===== src/rtl/i2c_line_conditioner.sv =====
// i2c_line_conditioner: synchronizes and deglitches the raw SCL/SDA pad
// outputs, then derives SCL edges, START/STOP, a wait/free/busy bus state,
// arbitration-lost and clock-stretch indications for the I2C master.
module i2c_line_conditioner #(
  parameter int SYNC_STAGES    = 2,
  parameter int FILT_CYCLES    = 4,
  parameter int BUSFREE_CYCLES = 64
) (
  input  logic i_CLK,
  input  logic i_RST,
  input  logic i_SCL_PAD,
  input  logic i_SDA_PAD,
  input  logic i_SCL_EN,
  input  logic i_SDA_EN,
  input  logic i_MASTER_ACT,
  output logic o_SCL,
  output logic o_SDA,
  output logic o_SCL_RISE,
  output logic o_SCL_FALL,
  output logic o_START,
  output logic o_STOP,
  output logic o_BUS_BUSY,
  output logic o_BUS_FREE,
  output logic o_ARB_LOST,
  output logic o_SCL_STRETCH
);

  localparam int FCW = $clog2(FILT_CYCLES + 1);
  localparam int BCW = $clog2(BUSFREE_CYCLES + 1);
  localparam logic [FCW-1:0] FILT_LAST   = FCW'(FILT_CYCLES - 1);
  localparam logic [BCW-1:0] BUSFREE_MAX = BCW'(BUSFREE_CYCLES);

  typedef enum logic [1:0] {ST_WAIT, ST_FREE, ST_BUSY} bus_state_t;

  // Bus-free counter increment that holds at the terminal count instead of wrapping.
  function automatic logic [BCW-1:0] sat_inc(input logic [BCW-1:0] v);
    return (v == BUSFREE_MAX) ? v : v + BCW'(1);
  endfunction

  // ---- stage p0: metastability synchronizers ----
  logic [SYNC_STAGES-1:0] scl_sync_p0;
  logic [SYNC_STAGES-1:0] sda_sync_p0;
  logic                   scl_smp;
  logic                   sda_smp;

  // Shift the pad levels through the synchronizer chains; idle-high on reset.
  always_ff @(posedge i_CLK) begin
    if (i_RST) begin
      scl_sync_p0 <= '1;
      sda_sync_p0 <= '1;
    end else begin
      scl_sync_p0 <= {scl_sync_p0[SYNC_STAGES-2:0], i_SCL_PAD};
      sda_sync_p0 <= {sda_sync_p0[SYNC_STAGES-2:0], i_SDA_PAD};
    end
  end

  assign scl_smp = scl_sync_p0[SYNC_STAGES-1];
  assign sda_smp = sda_sync_p0[SYNC_STAGES-1];

  // ---- stage p1: glitch filters ----
  logic           scl_filt_p1;
  logic           sda_filt_p1;
  logic [FCW-1:0] scl_cnt_p1;
  logic [FCW-1:0] sda_cnt_p1;

  // Accept a new level only after FILT_CYCLES consecutive differing samples.
  always_ff @(posedge i_CLK) begin
    if (i_RST) begin
      scl_filt_p1 <= 1'b1;
      sda_filt_p1 <= 1'b1;
      scl_cnt_p1  <= '0;
      sda_cnt_p1  <= '0;
    end else begin
      if (scl_smp == scl_filt_p1) begin
        scl_cnt_p1 <= '0;
      end else if (scl_cnt_p1 == FILT_LAST) begin
        scl_filt_p1 <= scl_smp;
        scl_cnt_p1  <= '0;
      end else begin
        scl_cnt_p1 <= scl_cnt_p1 + FCW'(1);
      end

      if (sda_smp == sda_filt_p1) begin
        sda_cnt_p1 <= '0;
      end else if (sda_cnt_p1 == FILT_LAST) begin
        sda_filt_p1 <= sda_smp;
        sda_cnt_p1  <= '0;
      end else begin
        sda_cnt_p1 <= sda_cnt_p1 + FCW'(1);
      end
    end
  end

  // ---- stage p2: event detection, bus state, registered indications ----
  logic scl_prev_p2;
  logic sda_prev_p2;
  logic scl_rise_det;
  logic scl_fall_det;
  logic start_det;
  logic stop_det;
  logic lines_idle;

  // SDA transitions only count as START/STOP when SCL stayed high across them,
  // which also rules out simultaneous SCL/SDA changes.
  assign scl_rise_det = scl_filt_p1 & ~scl_prev_p2;
  assign scl_fall_det = ~scl_filt_p1 & scl_prev_p2;
  assign start_det    = scl_filt_p1 & scl_prev_p2 & sda_prev_p2 & ~sda_filt_p1;
  assign stop_det     = scl_filt_p1 & scl_prev_p2 & ~sda_prev_p2 & sda_filt_p1;
  assign lines_idle   = scl_filt_p1 & sda_filt_p1;

  bus_state_t     state_p2;
  logic [BCW-1:0] free_cnt_p2;
  logic           bus_busy_p2;
  logic           bus_free_p2;

  // Bus-state FSM with registered busy/free flags updated alongside the state.
  always_ff @(posedge i_CLK) begin
    if (i_RST) begin
      state_p2    <= ST_WAIT;
      free_cnt_p2 <= '0;
      bus_busy_p2 <= 1'b0;
      bus_free_p2 <= 1'b0;
    end else begin
      case (state_p2)
        ST_WAIT: begin
          if (start_det) begin
            state_p2    <= ST_BUSY;
            free_cnt_p2 <= '0;
            bus_busy_p2 <= 1'b1;
            bus_free_p2 <= 1'b0;
          end else if (!lines_idle) begin
            free_cnt_p2 <= '0;
          end else if (sat_inc(free_cnt_p2) == BUSFREE_MAX) begin
            state_p2    <= ST_FREE;
            free_cnt_p2 <= BUSFREE_MAX;
            bus_free_p2 <= 1'b1;
          end else begin
            free_cnt_p2 <= sat_inc(free_cnt_p2);
          end
        end
        ST_FREE: begin
          if (start_det) begin
            state_p2    <= ST_BUSY;
            free_cnt_p2 <= '0;
            bus_busy_p2 <= 1'b1;
            bus_free_p2 <= 1'b0;
          end else if (!lines_idle) begin
            state_p2    <= ST_WAIT;
            free_cnt_p2 <= '0;
            bus_free_p2 <= 1'b0;
          end
        end
        ST_BUSY: begin
          // A repeated START keeps the bus busy; only STOP releases it.
          if (stop_det) begin
            state_p2    <= ST_WAIT;
            free_cnt_p2 <= '0;
            bus_busy_p2 <= 1'b0;
          end
        end
        default: begin
          state_p2    <= ST_WAIT;
          free_cnt_p2 <= '0;
          bus_busy_p2 <= 1'b0;
          bus_free_p2 <= 1'b0;
        end
      endcase
    end
  end

  logic scl_rise_p2;
  logic scl_fall_p2;
  logic start_p2;
  logic stop_p2;
  logic arb_lost_p2;
  logic stretch_p2;

  // Register one-cycle event pulses plus the arbitration and stretch flags.
  always_ff @(posedge i_CLK) begin
    if (i_RST) begin
      scl_prev_p2 <= 1'b1;
      sda_prev_p2 <= 1'b1;
      scl_rise_p2 <= 1'b0;
      scl_fall_p2 <= 1'b0;
      start_p2    <= 1'b0;
      stop_p2     <= 1'b0;
      arb_lost_p2 <= 1'b0;
      stretch_p2  <= 1'b0;
    end else begin
      scl_prev_p2 <= scl_filt_p1;
      sda_prev_p2 <= sda_filt_p1;
      scl_rise_p2 <= scl_rise_det;
      scl_fall_p2 <= scl_fall_det;
      start_p2    <= start_det;
      stop_p2     <= stop_det;
      // Master released SDA expecting a 1 but the line reads 0 at the SCL rise.
      arb_lost_p2 <= scl_rise_det & i_MASTER_ACT & i_SDA_EN & ~sda_filt_p1 &
                     (state_p2 == ST_BUSY);
      // Master released SCL yet it stays low: a slave is stretching the clock.
      stretch_p2  <= (state_p2 == ST_BUSY) & i_SCL_EN & ~scl_filt_p1;
    end
  end

  assign o_SCL         = scl_filt_p1;
  assign o_SDA         = sda_filt_p1;
  assign o_SCL_RISE    = scl_rise_p2;
  assign o_SCL_FALL    = scl_fall_p2;
  assign o_START       = start_p2;
  assign o_STOP        = stop_p2;
  assign o_BUS_BUSY    = bus_busy_p2;
  assign o_BUS_FREE    = bus_free_p2;
  assign o_ARB_LOST    = arb_lost_p2;
  assign o_SCL_STRETCH = stretch_p2;

endmodule

===== config.mk =====
export PLATFORM = sky130hd
export DESIGN_NAME = i2c_line_conditioner
export DESIGN_NICKNAME = d
export VERILOG_FILES = /design/src/rtl/i2c_line_conditioner.sv
export SDC_FILE = /design/constraint.sdc
export NUM_CORES = 1
export LEC_CHECK = 0
export BUFFER_PORTS_ARGS = -buffer_cell sky130_fd_sc_hd__buf_4
export CORE_ASPECT_RATIO = 1.1
export CORE_UTILIZATION = 30
export CTS_CLUSTER_DIAMETER = 60
export DETAILED_ROUTE_END_ITERATION = 8
export GPL_TIMING_DRIVEN = 0
export MAX_ROUTING_LAYER = met4
export PLACE_DENSITY = 0.52
export SYNTH_ARGS = -nofsm -noshare
export SYNTH_HDL_FRONTEND = slang
export SYNTH_SLANG_ARGS = --single-unit
export TNS_END_PERCENT = 50

===== constraint.sdc =====
create_clock -name i_CLK -period 4.5 [get_ports i_CLK]
set_clock_uncertainty 0.1 [all_clocks]
set_input_delay 0.9 -clock i_CLK [delete_from_list [all_inputs] [get_ports i_CLK]]
set_output_delay 0.9 -clock i_CLK [all_outputs]
set_load 0.01 [all_outputs]

# Yosys cells after proc, flatten, opt, wreduce, memory -nomap -nowiden
# Cells that the tools add are included.
# Widths: inputs -> output; s select.
# word_totals
register_bits	31
in_bits	7
elab_cells	89
output_inout_bits	10
# classes
n_eq_ne	13
bitwise_logic	21
n_addsub	3
n_reduce_logical	10
mux	24
# op_table
op	count
$mux 7	7
$pmux 7 s3	1
$and 1x1->1	14
$eq 7x7->1 const B	2
$mux 2	6
$ne 3x3->1 const B	3
$reduce_and 2->1	4
$reduce_and 4->1	2
$add 7x1->7 const B	1
$mux 1	7
$not 1->1	7
$add 3x1->3 const B	2
$eq 3x2->1 const B	2
$pmux 2 s3	1
$reduce_or 3->1	2
$pmux 1 s3	1
$eq 1x1->1	2
$eq 2x1->1 const B	1
$eq 2x2->1 const B	1
$logic_not 2->1	1
$ne 2x1->1 const B	1
$ne 2x2->1 const B	1
$pmux 1 s2	1
$reduce_or 2->1	1

# Longest topological paths before layout
# depth
word_depth	7
mapped_depth	6
mapped_depth_nobuf	6

# Worst setup path after synthesis
# Ideal clock, no wire load.
# synth_path
path_type	input-to-reg
startpoint	in i_RST
endpoint	reg state_p2[0]
arrival_time_ns	1.545
n_path_buf	0
setup_ns	0.087
required_time_ns	4.313
slack_ns	2.768
stages	4
path_cell_list	nand2b_1 -> nor3b_1 -> nand2b_1 -> o31ai_1
# synth_rtl
element	line	rtl
start, declared	10	input logic i_RST,
end signal, assigned	119	state_p2 <= ST_WAIT;
end signal, assigned	127	state_p2 <= ST_BUSY;
end signal, assigned	134	state_p2 <= ST_FREE;
end, declared	111	bus_state_t state_p2;

# Worst setup path in the final report
# layout_path
startpoint	reg scl_filt_p1, in the netlist o_SCL
endpoint	out o_SCL
# layout_rtl
element	line	rtl
start, declared	61	logic scl_filt_p1;
start signal, assigned	77	scl_filt_p1 <= scl_smp;
end, declared	16	output logic o_SCL,
# No word-level cell between the ends.

==> impl_results.rst <==
.. list-table::
   :header-rows: 1

   * - Metric
     - Value
   * - Starting DRC count in detailed routing
     - between 60 and 70
   * - Setup violations, final
     - 0
   * - Layout cell share with drive strength beyond 1
     - between 20% and 30%
   * - Count of distinct cell types in the synthesized netlist
     - 43
   * - Hold buffers post-CTS
     - 0
   * - Worst hold path type
     - reg2reg
   * - Buffers on Ports
     - 16
   * - Die ar.
     - 4850 um^2
   * - Buffer and inverter count on the worst path
     - 1
   * - Critical path startpoint category
     - register
   * - Simple-gate portion of the synthesized area
     - approximately a quarter
   * - Core region area
     - 4350 um^2
   * - Relative slew margins
     - 69.3%
   * - Placed wire-length estimate
     - around 2000 um
   * - Number of I/O pins
     - 17
   * - CTS tree
     - done
   * - Maximum fanout encountered on the critical timing path
     - 8
   * - DIE HEIGHT
     - roughly 73 um
   * - Synthesized area
     - ~1400 um^2
   * - Worst setup path start
     - o_SCL
   * - Kind of critical path
     - reg2out
   * - CTS max path bufs
     - 2
   * - Routed wirelength normalized by instance count
     - roughly 12 um
   * - Number of instances in the synthesized netlist
     - 148
   * - Number of buffers inserted during clock tree synthesis
     - 5
   * - Part of the cycle the worst path needs
     - a little over two fifths
   * - Antenna Cells
     - 0
   * - Net count, final
     - around 180
   * - Post-Route WL
     - approximately 2700 um
   * - Worst Slack Setup Final
     - 2.56 ns
   * - Arr. time, crit path
     - about 0.94 ns
   * - Max incr delay on CP
     - approximately 0.48 ns
   * - Starting utilization of the core area
     - roughly a third
   * - Worst Max-Slew Pin Slew
     - 0.461 ns
   * - Synthesis-to-layout area growth
     - 20.2%
   * - Horizontal die dimension
     - approximately 66 um
   * - Depth of the worst register-to-register path
     - 6
   * - Average size of a mapped cell
     - roughly 9.3 um^2
   * - Launch point of the worst reg-to-reg path
     - free_cnt_p2[0]
   * - Number of optimization iterations in the first detailed-route pass
     - 5
   * - Maximum Capacitance Violations
     - 0
   * - First-pass GRT wire length
     - 4540 um
   * - Endpoint class of the critical path
     - primary output
   * - Worst voltage drop across the vdd grid
     - 0.228 mV
   * - Count of cells resized by post-cts repair
     - 0
   * - Fraction of registers with async set or reset after synthesis
     - 0%
   * - Library cell contributing the largest single delay on the critical path
     - sky130_fd_sc_hd__dfxtp_1
   * - Category of cells accounting for the largest share of critical-path delay
     - flip-flops
   * - Compound-Gate Fraction of Synth Area
     - ~15%
   * - Total Neg Setup Slack
     - 0 ns
   * - GRT Residual Overflow
     - 0
   * - Global routing usage summed across all routing layers
     - between 10% and 20%
   * - Worst Setup Slack post-DPL
     - 2.48 ns
   * - Count of H-tree levels built during CTS
     - 2
   * - Post-synth EDFFs
     - 0
   * - Net count after synthesis
     - approximately 160
   * - Min Clock Period, post-route
     - 1.94 ns
   * - Highest achievable clock rate
     - a little over 500 MHz
   * - Antenna Violating Nets Remaining
     - 0
   * - Fill cells
     - 464
   * - Clock transition at the registers of the reported paths
     - roughly 0.07 ns
   * - Crit path cell chain
     - buf_4
   * - Ys flop type
     - sky130_fd_sc_hd__dfxtp_1
   * - Cell depth of the worst setup path
     - 1
   * - DRC errors left
     - 0
   * - Post-CTS Repair Setup Buffers
     - 0
   * - CTS root buffer
     - sky130_fd_sc_hd__clkbuf_8
   * - Share of the synthesized netlist area taken by xor and xnor gates
     - between 1.5 and 2%
   * - Total number of clock tree sinks
     - 31
   * - Crit path to
     - o_SCL
   * - Yosys warnings
     - 0
   * - Proportion of synthesized area in mux cells
     - 0.730%
   * - Number of antenna violations at the first check in global routing
     - 0
   * - Run status
     - completed
   * - Number of vias in the routed layout
     - between 1000 and 1500
   * - Unrepaired setup endpoints after global routing
     - false
   * - Max-slew violation count
     - 0
   * - Vias in the first global route
     - 1014
   * - Sequential area share after synthesis
     - a little under half
   * - Number of cell rows
     - 25
   * - Gpl congestion
     - ~0.74
   * - Largest net degree at the start of global routing
     - 12
   * - Areal power density over the cells
     - around 320 nW/um^2
   * - Leakage power total
     - between 0.6 and 0.7 nW
   * - Final Hold Vio Count
     - 0
   * - Synth Area in Adders
     - 5.47%
   * - Worst setup slack for register-to-register paths
     - 2.57 ns
   * - Combinational family with the most area after synthesis
     - simple AND/OR/NAND/NOR gates
   * - Endpoint of the worst register-to-register path
     - o_BUS_FREE
   * - Post-layout util
     - 37.9%
   * - Average via count per standard cell
     - between 4 and 5
   * - Clock latency on the worst-skew pair
     - around 0.28 ns
   * - Flops & latches, synth
     - 31
   * - Required time of the worst setup path
     - roughly 3.5 ns
-- sequential cells by signal, summed over array words and instances (netlist names), 2 cells and up --
name / cells
sda_sync_p0: 2
free_cnt_p2: 7
sda_cnt_p1: 3
scl_sync_p0: 2
state_p2: 2
scl_cnt_p1: 3
-- synthesized netlist by cell type (2+ instances only) --
| master | instances | share of area (%) |
|---|---|---|
| sky130_fd_sc_hd__dfxtp_1 | 31 | 45 |
| sky130_fd_sc_hd__nor2_1 | 20 | 5.5 |
| sky130_fd_sc_hd__nand2_1 | 11 | 3.0 |
| sky130_fd_sc_hd__inv_1 | 10 | 2.7 |
| sky130_fd_sc_hd__a21oi_1 | 7 | 2.6 |
| sky130_fd_sc_hd__ha_1 | 6 | 5.5 |
| sky130_fd_sc_hd__nand3_1 | 5 | 1.8 |
| sky130_fd_sc_hd__or2_2 | 5 | 2.3 |
| sky130_fd_sc_hd__a211oi_1 | 4 | 2.2 |
| sky130_fd_sc_hd__clkbuf_1 | 3 | 0.82 |
| sky130_fd_sc_hd__nor3_1 | 3 | 1.1 |
| sky130_fd_sc_hd__or3_1 | 3 | 1.4 |
| sky130_fd_sc_hd__xnor2_1 | 3 | 1.9 |
| sky130_fd_sc_hd__a21bo_2 | 2 | 1.5 |
| sky130_fd_sc_hd__a31oi_1 | 2 | 0.91 |
| sky130_fd_sc_hd__buf_6 | 2 | 1.6 |
| sky130_fd_sc_hd__nand2b_1 | 2 | 0.91 |
| sky130_fd_sc_hd__nand4b_1 | 2 | 1.3 |
| sky130_fd_sc_hd__nor4_1 | 2 | 0.91 |
| sky130_fd_sc_hd__o21ai_0 | 2 | 0.73 |
-- cells in the final DEF (no fill, tap or decap), types with 3 or more instances in the layout --
master,instances
sky130_fd_sc_hd__inv_1,10
sky130_fd_sc_hd__buf_4,16
sky130_fd_sc_hd__nor3_1,3
sky130_fd_sc_hd__or3_1,3
sky130_fd_sc_hd__dfxtp_1,31
sky130_fd_sc_hd__xnor2_1,3
sky130_fd_sc_hd__nand3_1,5
sky130_fd_sc_hd__a211oi_1,4
sky130_fd_sc_hd__nor2_1,20
sky130_fd_sc_hd__a21oi_1,7
sky130_fd_sc_hd__ha_1,6
sky130_fd_sc_hd__clkbuf_8,6
sky130_fd_sc_hd__clkbuf_1,3
sky130_fd_sc_hd__or2_2,5
sky130_fd_sc_hd__nand2_1,11
-- how the worst min path moves through the flow --
| stage | from | to | slack, ns | depth (start not counted) |
|---|---|---|---|---|
| 6_report | sda_sync_p0[0] | sda_sync_p0[1] | 0.31 | 1 |
| 5_1_grt | scl_sync_p0[0] | scl_sync_p0[1] | 0.33 | 1 |
| 4_1_cts | sda_sync_p0[0] | sda_sync_p0[1] | 0.31 | 1 |
| 3_5_place_dp | sda_sync_p0[0] | sda_sync_p0[1] | 0.29 | 1 |
| 3_3_place_gp | sda_sync_p0[0] | sda_sync_p0[1] | 0.29 | 1 |
| 2_1_floorplan | scl_sync_p0[0] | scl_sync_p0[1] | 0.29 | 1 |
-- area by class of cell --
cell class	count	area (um^2)	area share, %
buffer	7	52.6	3.19
inverter	10	37.5	2.28
multi-input combinational	100	661	40.1
clock buffer	5	68.8	4.18
sequential	31	621	37.7
tap	54	67.6	4.10
clock inverter	3	20.0	1.21
timing repair buffer	16	120	7.29
-- routing by layer --
metal	global-route usage [%]	routed length [um]	part of all wire, %	vias up
met4	4.26	17	0.64	0
met1	16.0	1320	49	512
met5	-	0	0	-
met3	5.94	108	4.0	2
met2	18.6	1230	46	17
li1	-	-	-	560
-- metrics by stage --
| step | cell area, um^2 | instances | power, W | hold slack [ns] |
|---|---|---|---|---|
| 2_1_floorplan | 1370 | 148 | 0.000309 | 0.289 |
| 3_3_place_gp | 1560 | 218 | 0.000317 | 0.291 |
| 3_5_place_dp | 1560 | 218 | 0.000318 | 0.294 |
| 4_1_cts | 1650 | 226 | 0.000537 | 0.311 |
| 5_1_grt | 1650 | 226 | 0.000555 | 0.331 |
| 6_report | 1650 | 226 | 0.000528 | 0.310 |
-- report_power, final --
part | switching [W] | internal, W
clock | 0.000109 | 0.000107
sequential | 0.00000359 | 0.000279
combinational | 0.0000141 | 0.0000148
total | 0.000127 | 0.000401
-- cell families (layout without fill, tap and decap cells) --
family / Yosys count / in the layout
AOI/OAI and AO/OA: 27 / 27
xor gates and xnor gates: 3 / 3
adders and majority gates: 6 / 6
buffers and inverters: 17 / 41
DFF: 31 / 31
muxes: 1 / 1
and+or+nand+nor: 63 / 63
(Power assumes the default switching activity.)
